`src/rtl/control_pkg.sv`:
```
// Shared encodings for control_sequencer: state codes, opcode set, instruction field layout,
// and the control-line bundle registered by the sequencer.
package control_pkg;

    localparam int OPC_W  = 5;
    localparam int RA_POS = 1;
    localparam int RB_POS = 2;
    localparam int RC_POS = 3;

    typedef enum logic [3:0] {
        ST_IDLE = 4'd0,
        ST_T0   = 4'd1,
        ST_T1   = 4'd2,
        ST_T2   = 4'd3,
        ST_T3   = 4'd4,
        ST_T4   = 4'd5,
        ST_T4W  = 4'd6,
        ST_T5   = 4'd7,
        ST_T6   = 4'd8,
        ST_DONE = 4'd9,
        ST_ERR  = 4'd10
    } state_e;

    localparam logic [OPC_W-1:0] OP_ADD = 5'd3;
    localparam logic [OPC_W-1:0] OP_SUB = 5'd4;
    localparam logic [OPC_W-1:0] OP_AND = 5'd5;
    localparam logic [OPC_W-1:0] OP_OR  = 5'd6;
    localparam logic [OPC_W-1:0] OP_MUL = 5'd7;
    localparam logic [OPC_W-1:0] OP_DIV = 5'd8;

    typedef struct packed {
        logic pc_out;
        logic ir_out;
        logic mar_out;
        logic rf_out;
        logic rzlo_out;
        logic rzhi_out;
        logic mdr_out;
        logic pc_in;
        logic ir_in;
        logic mar_in;
        logic ry_in;
        logic rz_in;
        logic rf_in;
        logic rhi_in;
        logic rlo_in;
        logic mdr_in;
        logic inc_pc;
        logic read;
        logic start;
        logic done;
        logic err;
    } ctrl_t;

    function automatic logic is_legal_op(input logic [OPC_W-1:0] op);
        return op inside {OP_ADD, OP_SUB, OP_AND, OP_OR, OP_MUL, OP_DIV};
    endfunction

    function automatic logic is_muldiv(input logic [OPC_W-1:0] op);
        return op inside {OP_MUL, OP_DIV};
    endfunction

endpackage

```
`src/rtl/seq_timeout_counter.sv`:
```
// Saturating dwell counter, restarted on every state entry; expired once the count reaches limit.
// Registered count, combinational expired; en=0 freezes the count.
module seq_timeout_counter #(
    parameter int CNT_W = 7
) (
    input  logic             clk,
    input  logic             clear,
    input  logic             restart,
    input  logic             en,
    input  logic [CNT_W-1:0] limit,
    output logic             expired
);

    logic [CNT_W-1:0] cnt_q;
    logic [CNT_W-1:0] cnt_d;

    always_comb begin
        cnt_d = cnt_q;
        if (restart) begin
            cnt_d = '0;
        end else if (en && (cnt_q != '1)) begin
            cnt_d = cnt_q + 1'b1;
        end
    end

    always_ff @(posedge clk) begin
        if (!clear) begin
            cnt_q <= '0;
        end else begin
            cnt_q <= cnt_d;
        end
    end

    assign expired = (cnt_q >= limit);

endmodule

```
`src/rtl/control_sequencer.sv`:
```
// Fetch/decode/execute control FSM for DataPath; Moore outputs registered from the next state.
// Waits on mem_ready/finished with timeouts; CONTROL_SEQUENCER_STEP_EN adds a step gate on transitions.
module control_sequencer
    import control_pkg::*;
#(
    parameter int DATA_W      = 32,
    parameter int RF_SEL_W    = 4,
    parameter int OP_W        = OPC_W,
    parameter int ALU_TIMEOUT = 64,
    parameter int MEM_TIMEOUT = 16
) (
    input  logic                Clock,
    input  logic                clear,
    input  logic                run,
    input  logic [DATA_W-1:0]   ir,
    input  logic                mem_ready,
    input  logic                finished,
`ifdef CONTROL_SEQUENCER_STEP_EN
    input  logic                step,
`endif
    output logic                PCout,
    output logic                IRout,
    output logic                MARout,
    output logic                RFout,
    output logic                RZLOout,
    output logic                RZHIout,
    output logic                MDRout,
    output logic                PCin,
    output logic                IRin,
    output logic                MARin,
    output logic                RYin,
    output logic                RZin,
    output logic                RFin,
    output logic                RHIin,
    output logic                RLOin,
    output logic                MDRin,
    output logic                IncPC,
    output logic                Read,
    output logic                start,
    output logic [RF_SEL_W-1:0] RFSelect,
    output logic [OP_W-1:0]     opSelect,
    output logic [3:0]          state_o,
    output logic                done,
    output logic                err
);

    localparam int MAX_TO   = (ALU_TIMEOUT > MEM_TIMEOUT) ? ALU_TIMEOUT : MEM_TIMEOUT;
    localparam int CNT_W    = $clog2(MAX_TO) + 1;
    localparam int FIELD_LO = DATA_W - OP_W - 3 * RF_SEL_W;

    state_e              state_q, state_d, state_nxt;
    ctrl_t               ctrl_q, ctrl_d;
    logic [RF_SEL_W-1:0] rf_sel_q, rf_sel_d;
    logic [OP_W-1:0]     op_sel_q, op_sel_d;

    logic [OP_W-1:0]     opcode;
    logic [RF_SEL_W-1:0] ra, rb, rc;
    logic                op_legal, op_muldiv;
    logic                adv, tmo_expired;
    logic [CNT_W-1:0]    tmo_limit;
    logic                unused_ir_lo;

    assign opcode    = ir[DATA_W-1 -: OP_W];
    assign ra        = ir[DATA_W-OP_W-RA_POS*RF_SEL_W +: RF_SEL_W];
    assign rb        = ir[DATA_W-OP_W-RB_POS*RF_SEL_W +: RF_SEL_W];
    assign rc        = ir[DATA_W-OP_W-RC_POS*RF_SEL_W +: RF_SEL_W];
    assign op_legal  = is_legal_op(OPC_W'(opcode));
    assign op_muldiv = is_muldiv(OPC_W'(opcode));
    assign unused_ir_lo = ^ir[FIELD_LO-1:0];

`ifdef CONTROL_SEQUENCER_STEP_EN
    assign adv = step;
`else
    assign adv = 1'b1;
`endif

    // One counter serves both waits; only T1 and T4W ever look at it.
    assign tmo_limit = (state_q == ST_T1) ? CNT_W'(MEM_TIMEOUT) : CNT_W'(ALU_TIMEOUT);

    seq_timeout_counter #(
        .CNT_W (CNT_W)
    ) u_tmo (
        .clk     (Clock),
        .clear   (clear),
        .restart (state_d != state_q),
        .en      (adv),
        .limit   (tmo_limit),
        .expired (tmo_expired)
    );

    always_comb begin
        state_nxt = state_q;
        unique case (state_q)
            ST_IDLE: if (run) state_nxt = ST_T0;
            ST_T0:   state_nxt = ST_T1;
            ST_T1: begin
                if (mem_ready)        state_nxt = ST_T2;
                else if (tmo_expired) state_nxt = ST_ERR;
            end
            ST_T2:   state_nxt = ST_T3;
            ST_T3:   state_nxt = op_legal ? ST_T4 : ST_ERR;
            ST_T4:   state_nxt = finished ? ST_T5 : ST_T4W;
            ST_T4W: begin
                if (finished)         state_nxt = ST_T5;
                else if (tmo_expired) state_nxt = ST_ERR;
            end
            ST_T5:   state_nxt = op_muldiv ? ST_T6 : ST_DONE;
            ST_T6:   state_nxt = ST_DONE;
            ST_DONE: state_nxt = run ? ST_T0 : ST_IDLE;
            ST_ERR:  state_nxt = ST_ERR;
            default: state_nxt = ST_IDLE;
        endcase
        // Errors are never gated by step so a hung wait still surfaces.
        state_d = (adv || (state_nxt == ST_ERR)) ? state_nxt : state_q;
    end

    always_comb begin
        ctrl_d   = '0;
        rf_sel_d = '0;
        op_sel_d = '0;
        unique case (state_d)
            ST_T0: begin
                ctrl_d.pc_out = 1'b1;
                ctrl_d.mar_in = 1'b1;
                ctrl_d.inc_pc = 1'b1;
                ctrl_d.rz_in  = 1'b1;
            end
            ST_T1: begin
                ctrl_d.rzlo_out = 1'b1;
                ctrl_d.pc_in    = 1'b1;
                ctrl_d.read     = 1'b1;
                ctrl_d.mdr_in   = 1'b1;
            end
            ST_T2: begin
                ctrl_d.mdr_out = 1'b1;
                ctrl_d.ir_in   = 1'b1;
            end
            ST_T3: begin
                rf_sel_d      = rb;
                ctrl_d.rf_out = 1'b1;
                ctrl_d.ry_in  = 1'b1;
            end
            ST_T4: begin
                rf_sel_d      = rc;
                op_sel_d      = opcode;
                ctrl_d.rf_out = 1'b1;
                ctrl_d.rz_in  = 1'b1;
                ctrl_d.start  = (state_q != ST_T4);
            end
            ST_T4W: begin
                op_sel_d     = opcode;
                ctrl_d.rz_in = 1'b1;
            end
            ST_T5: begin
                ctrl_d.rzlo_out = 1'b1;
                if (op_muldiv) begin
                    ctrl_d.rlo_in = 1'b1;
                end else begin
                    rf_sel_d     = ra;
                    ctrl_d.rf_in = 1'b1;
                end
            end
            ST_T6: begin
                ctrl_d.rzhi_out = 1'b1;
                ctrl_d.rhi_in   = 1'b1;
            end
            ST_DONE: ctrl_d.done = (state_q != ST_DONE);
            ST_ERR:  ctrl_d.err  = 1'b1;
            default: ;
        endcase
    end

    always_ff @(posedge Clock) begin
        if (!clear) begin
            state_q  <= ST_IDLE;
            ctrl_q   <= '0;
            rf_sel_q <= '0;
            op_sel_q <= '0;
        end else begin
            state_q  <= state_d;
            ctrl_q   <= ctrl_d;
            rf_sel_q <= rf_sel_d;
            op_sel_q <= op_sel_d;
        end
    end

    assign PCout    = ctrl_q.pc_out;
    assign IRout    = ctrl_q.ir_out;
    assign MARout   = ctrl_q.mar_out;
    assign RFout    = ctrl_q.rf_out;
    assign RZLOout  = ctrl_q.rzlo_out;
    assign RZHIout  = ctrl_q.rzhi_out;
    assign MDRout   = ctrl_q.mdr_out;
    assign PCin     = ctrl_q.pc_in;
    assign IRin     = ctrl_q.ir_in;
    assign MARin    = ctrl_q.mar_in;
    assign RYin     = ctrl_q.ry_in;
    assign RZin     = ctrl_q.rz_in;
    assign RFin     = ctrl_q.rf_in;
    assign RHIin    = ctrl_q.rhi_in;
    assign RLOin    = ctrl_q.rlo_in;
    assign MDRin    = ctrl_q.mdr_in;
    assign IncPC    = ctrl_q.inc_pc;
    assign Read     = ctrl_q.read;
    assign start    = ctrl_q.start;
    assign done     = ctrl_q.done;
    assign err      = ctrl_q.err;
    assign RFSelect = rf_sel_q;
    assign opSelect = op_sel_q;
    assign state_o  = state_q;

endmodule

```
`config.mk`:
```
export PLATFORM = sky130hd
export DESIGN_NAME = control_sequencer
export DESIGN_NICKNAME = d
export VERILOG_FILES = /design/src/rtl/control_pkg.sv /design/src/rtl/seq_timeout_counter.sv /design/src/rtl/control_sequencer.sv
export SDC_FILE = /design/constraint.sdc
export NUM_CORES = 1
export LEC_CHECK = 0
export ABC_AREA = 0
export CORE_MARGIN = 3
export CORE_UTILIZATION = 40
export CTS_CLUSTER_DIAMETER = 120
export CTS_CLUSTER_SIZE = 20
export DETAILED_ROUTE_END_ITERATION = 8
export PLACE_DENSITY = 0.84
export SYNTH_ARGS = -nofsm -noshare
export SYNTH_HDL_FRONTEND = slang
export SYNTH_SLANG_ARGS = --single-unit
```
`constraint.sdc`:
```
create_clock -name Clock -period 5.7 [get_ports Clock]
set_input_delay 1.425 -clock Clock [delete_from_list [all_inputs] [get_ports Clock]]
set_output_delay 1.425 -clock Clock [all_outputs]
set_load 0.01 [all_outputs]
```
==> key figures <==
Run status
  – Status: complete, no violations

Timing
  – Final setup margin: around 2.2 ns
  – RSZ-0062 raised after global routing: false
  – Setup violations, final: 0
  – Worst Max-Slew Pin Slew: ~0.7 ns
  – Clock skew: about 0.0068 ns
  – Max_slew headroom: a little over half
  – Final worst-path cycle share: approximately 62%
  – Fmax: roughly 280 MHz
  – Final Critical Period: roughly 3.5 ns
  – Max Slew Vio Count: 0
  – Hold Vio Cnt, Final: 0
  – Fin Setup TNS: 0 ns

Clocking
  – Clock tree sinks: 33
  – Cts hold-fix bufs: 0
  – CTS tree: done
  – Num CTS Buffers: 5
  – Clock root cell: clkbuf_8
  – Setup Fix Bufs, Post-CTS: 0
  – Skew-Pair Late Insertion Delay: between 0.2 and 0.3 ns
  – CTS resizes: 0
  – Reg clk slew, reported paths: around 0.070 ns
  – Htree depth: 2
  – CTS max path bufs: 2

Drt
  – Vias/cell: ~5.1
  – # DRC: 0
  – WL final: approximately 3400 um
  – Starting DRT DRC Count: between 90 and 100
  – Vias: ~1,400
  – First-pass detailed-route iteration total: 4
  – Avg WL per Cell: approximately 12 um
  – DRT antenna net count: 0

Setup path
  – Crit-path cells: clkdlybuf4s50_1, a21oi_2, a2bb2oi_1, nor2b_1, nand3b_4, or3b_1, a311oi_2
  – CP required: 5.90 ns
  – CP Capture Type: flop
  – Delay of the slowest critical-path stage: between 0.5 and 0.6 ns
  – CP startpoint kind: input port
  – CP max FO: 12
  – CP max-delay cell: or3b_1
  – Worst EP arrival: between 3 and 4 ns
  – Setup CP Type: in -> reg

Synthesis
  – Synth area leader: dfxtp_1
  – Synth Instances: between 150 and 200
  – Share of the synthesized area in the top cell type: 41.5%
  – Syn Std Cell Area: 0.00159 sq mm
  – Mean Syn Cell Area: around 8.8 sq um
  – Cell with the most instances after synthesis: dfxtp_1
  – Post-synthesis register bit count: 33
  – Top post-synthesis cells by area: dfxtp_1, nor2_1, buf_4
  – Number of synthesized flops with an enable pin: 0
  – YS warnings: 0
  – List of most frequent post-synthesis cells: dfxtp_1, nor2_1, nand2_1
  – Post-synth ARST share: 0%
  – Most used DFF post-synth: dfxtp_1
  – Seq/Total Area, Yosys: between 40% and 50%
  – Cell variety after synth: 46

Floorplanning
  – Core area: around 0.0037 sq mm
  – Initial Utilization: a little over two fifths
  – Number of core rows: 22
  – I/O Pins: between 70 and 80
  – Die X: 69.1 um
  – DIE AREA: 0.00477 sq mm
  – Die Span Y: 69.1 um

Run
  – Total of max-cap violations: 0

Finish
  – Area Overhead vs Synth: 37.0%
  – Layout filler cell count: approximately 350
  – Post-route cell area: 0.00218 sq mm
  – Diodes inserted: 0
  – Fin nets: between 200 and 300
  – Ratio of cells with drive above 1 in the final layout: under 10%

Placed design
  – IO buf count: 53
  – Post-DP Area: between 0.002 and 0.0025 sq mm
  – Pre-CTS setup slack: roughly 1.9 ns
  – Dpl hpwl: 2590 um
  – Final GP Congestion: between 0.9 and 1

Global routing
  – Initial antenna violation count: 0
  – Overflow left after global routing: 0
  – Total Routing Usage GR: about 15%
  – First-pass GRT wire length: a little under 6000 um
  – Vias in the first global route: 1,267
  – Largest net degree at the start of global routing: 13

Power
  – Pwr Density: ~250 mW/mm^2
  – Leakage: 0.791 nW
  – Maximum vdd ir drop: roughly 0.00014 V
  – Total Power: between 0.5 and 0.6 mW

Min path
  – Worst hold path class: reg -> reg
==> area by class of cell <==
| cell class | instances | area [sq um] | share of cell area (%) |
|---|---|---|---|
| clock inverter | 3 | 17.5 | 0.803 |
| timing repair buffer | 53 | 531 | 24.3 |
| tap | 48 | 60.1 | 2.75 |
| inverter | 9 | 33.8 | 1.55 |
| multi-input combinational | 126 | 810 | 37.1 |
| sequential | 33 | 661 | 30.3 |
| clock buffer | 5 | 68.8 | 3.16 |
==> power breakdown <==
part	switching (mW)	internal (mW)	leakage, nW
Combinational	0.0589	0.0616	0.480
Clock	0.0844	0.0841	0.0439
Sequential	0.0108	0.240	0.267
==> per-stage QoR <==
stage	utilization (%)	hold WS, ns	instances
6_report	58.3	0.543	277
5_1_grt	58.3	0.590	277
4_1_cts	58.3	0.546	277
3_5_place_dp	55.9	0.526	269
3_3_place_gp	55.9	0.521	269
2_1_floorplan	-	0.486	182
==> per-layer routing <==
metal	share of wire (%)	global-route usage [%]
met2	49	24.8
met1	43	17.0
met4	1.1	6.51
met5	0	0
met3	7.2	4.96
==> worst paths after layout <==
kind / start / slack, ns / endpoint / depth (start not counted)
max reg2reg: state_o[0]$_SDFF_PN0_ / 3.06 / u_tmo.cnt_q[4]$_SDFFE_PP0P_ / 8
min: u_tmo.cnt_q[6]$_SDFFE_PP0P_ / 0.54 / u_tmo.cnt_q[6]$_SDFFE_PP0P_ / 2
max: ir[27] / 2.16 / u_tmo.cnt_q[4]$_SDFFE_PP0P_ / 7
min reg2reg: u_tmo.cnt_q[6]$_SDFFE_PP0P_ / 0.54 / u_tmo.cnt_q[6]$_SDFFE_PP0P_ / 2
==> cells by family (layout without fill, tap and decap cells) <==
family | Yosys count | in the layout | share of synthesized area [%]
other cells | 1 | 2 | 0.236
compound gates | 35 | 35 | 17.4
xor+xnor | 2 | 2 | 1.10
flops | 33 | 33 | 41.5
buf+inv | 23 | 70 | 7.86
fa+ha+maj | 5 | 5 | 3.77
simple gates | 82 | 82 | 28.1
==> flip-flops by register name, indices dropped and copies added (netlist names), 4 cells and up <==
name and count:
state_o 4, opSelect 5, RFSelect 4, u_tmo.cnt_q 7
==> worst max-delay path: cells and delay by family <==
kind | cells | cell delay (ns)
AOI/OAI and AO/OA | 3 | 0.79
buffers and inverters | 1 | 0.51
and+or+nand+nor | 3 | 1.00
==> layout by cell type (no fill, tap or decap), types with 4 or more instances in the layout <==
cell type and count:
clkdlybuf4s50_1 53, dfxtp_1 33, nor2_1 28, nand2_1 11, inv_1 9, nor3_1 7, nand2b_1 6, o21ai_0 6
nor2b_1 5, a21oi_1 5, nand3_1 5, and2_1 5, clkbuf_8 5, a31oi_1 4, a222oi_1 4, ha_1 4
(Power assumes the default switching activity.)
==> variant, RTL diff (same settings) <==
Build with the macro `CONTROL_SEQUENCER_STEP_EN` defined.
--- a/src/rtl/control_sequencer.sv
+++ b/src/rtl/control_sequencer.sv
@@ -1,4 +1,6 @@
 // Fetch/decode/execute control FSM for DataPath; Moore outputs registered from the next state.
 // Waits on mem_ready/finished with timeouts; CONTROL_SEQUENCER_STEP_EN adds a step gate on transitions.
+`define CONTROL_SEQUENCER_STEP_EN
+
 module control_sequencer
     import control_pkg::*;
Ports: changed (added step); port bits go from 71 to 72. No check against the original RTL was run, so the function may have changed too.
==> variant against the original RTL <==
Global-route usage up 1.9 points; routed wire length up 23%; combinational power is 24% lower; core utilization fell by 0.48 points; area after synthesis rose by 8.5%; register-to-register slack got worse by 0.55 ns; worst setup slack worse by 0.51 ns; total power rose by 10%; design area up 8.3%; non-clock buffer count rose by 1; sequential cell count unchanged; synthesized cell count rose by 13%; critical path type unchanged; largest cell class unchanged.
==> variant: results (changes against the original RTL) <==
.. list-table::
   :header-rows: 1

   * - Metric
     - Value
   * - Global placer's final weighted congestion
     - 0.827 (-8.2%)
   * - Adder-Cell Fraction of Synth Area
     - 2.90% (-0.88 points)
   * - Layout cells sized above 1
     - 8.00% (+0.58 points)
   * - Met1 demand-to-capacity share in global routing
     - 18.6% (+1.7 points)
   * - Cells taking the most area after synthesis
     - sky130_fd_sc_hd__dfxtp_1 (38%), sky130_fd_sc_hd__nand3_1 (4.6%), sky130_fd_sc_hd__nor2_1 (4.6%)
   * - Via count
     - 1599 (+14%)
   * - Result of the run
     - finished clean
   * - Fraction of met3 tracks used by global routing
     - 5.47% (+0.51 points)
   * - Total routing resource utilization after global routing
     - 16.7% (+1.9 points)
   * - Multiplexer share of the synthesized area
     - 0.580% (+0.58 points)
   * - R2r worst-path depth
     - 10 (+2)
   * - Met2 routing resource usage after global routing
     - 30.0% (+5.2 points)
   * - Pin count of the biggest net entering global routing
     - 20 (+7)
   * - Largest stage delay, worst path
     - 0.57 ns (+0.04 ns)
   * - Final net count
     - 291 (+8.2%)
   * - Standby leakage power
     - 0.846 nW (+7.0%)
   * - Half-perimeter wire length of the detailed placement result
     - 3.06 mm (+18%)
   * - Maximum resistive drop on vdd
     - 0.364 mV (+160%)
   * - Wire length of the first global-routing pass
     - 6.93 mm (+20%)
   * - Register area share after synthesis
     - 38.3% (-3.2 points)
   * - Most used standard cells in the synthesized netlist
     - sky130_fd_sc_hd__dfxtp_1 (33), sky130_fd_sc_hd__nor2_1 (21), sky130_fd_sc_hd__nand3_1 (16), sky130_fd_sc_hd__a21oi_1 (11), sky130_fd_sc_hd__nand2_1 (9)
   * - Largest fanout on the critical path
     - 7 (-5)
   * - Detail-routed net length per standard cell
     - 13.9 microns (+13%)
   * - Launching instance or port of the critical path
     - ir[29]
   * - Number of input and output port buffers inserted
     - 54 (+1.9%)
   * - Post-synth cell types
     - 52 (+13%)
   * - Initial detailed-routing violation count
     - 69 (-27%)
   * - Power attributed to sequential cells
     - 0.245 mW (-2%)
   * - Slack of the worst reg-to-reg path
     - 2.51 ns (-0.55 ns)
   * - Measured slew at the worst slew-check pin
     - 0.584 ns (-0.116 ns)
   * - Design internal power
     - 0.457 mW (+19%)
   * - Post-synthesis compound-gate area fraction
     - 21.0% (+3.6 points)
   * - XOR/XNOR Fraction of Synth Area
     - 3.04% (+1.9 points)
   * - Routed metal-1 wirelength
     - 1.69 mm (+16%)
variant: cell types whose count changed in the layout (fill, tap and decap cells not counted), sizes merged, moves of 3 or more:
cell / before / now
a222oi: 4 / 0
nor2: 28 / 21
a21o: 0 / 4
and2: 5 / 8
a21oi: 6 / 12
nand2b: 6 / 3
a21bo: 0 / 4
inv: 9 / 6
nand3: 5 / 16
or3: 0 / 3
variant: through the flow:
step,std cells,worst slack [ns],hold WS (ns),total power [mW],cell area [sq um]
2_1_floorplan,205,2.14,0.487,0.305,1730
3_3_place_gp,292,1.50,0.514,0.337,2230
3_5_place_dp,292,1.44,0.529,0.340,2230
4_1_cts,300,1.70,0.546,0.600,2360
5_1_grt,300,1.44,0.587,0.618,2360
6_report,300,1.66,0.550,0.596,2360
variant: area by class of cell:
type | instances | share of cell area (%)
inverters | 6 | 0.954
well taps | 50 | 2.65
clock inverters | 3 | 2.76
clock buffers | 5 | 2.91
multi-input cells | 149 | 39.9
flip-flops and latches | 33 | 28.0
repair buffers | 54 | 22.9
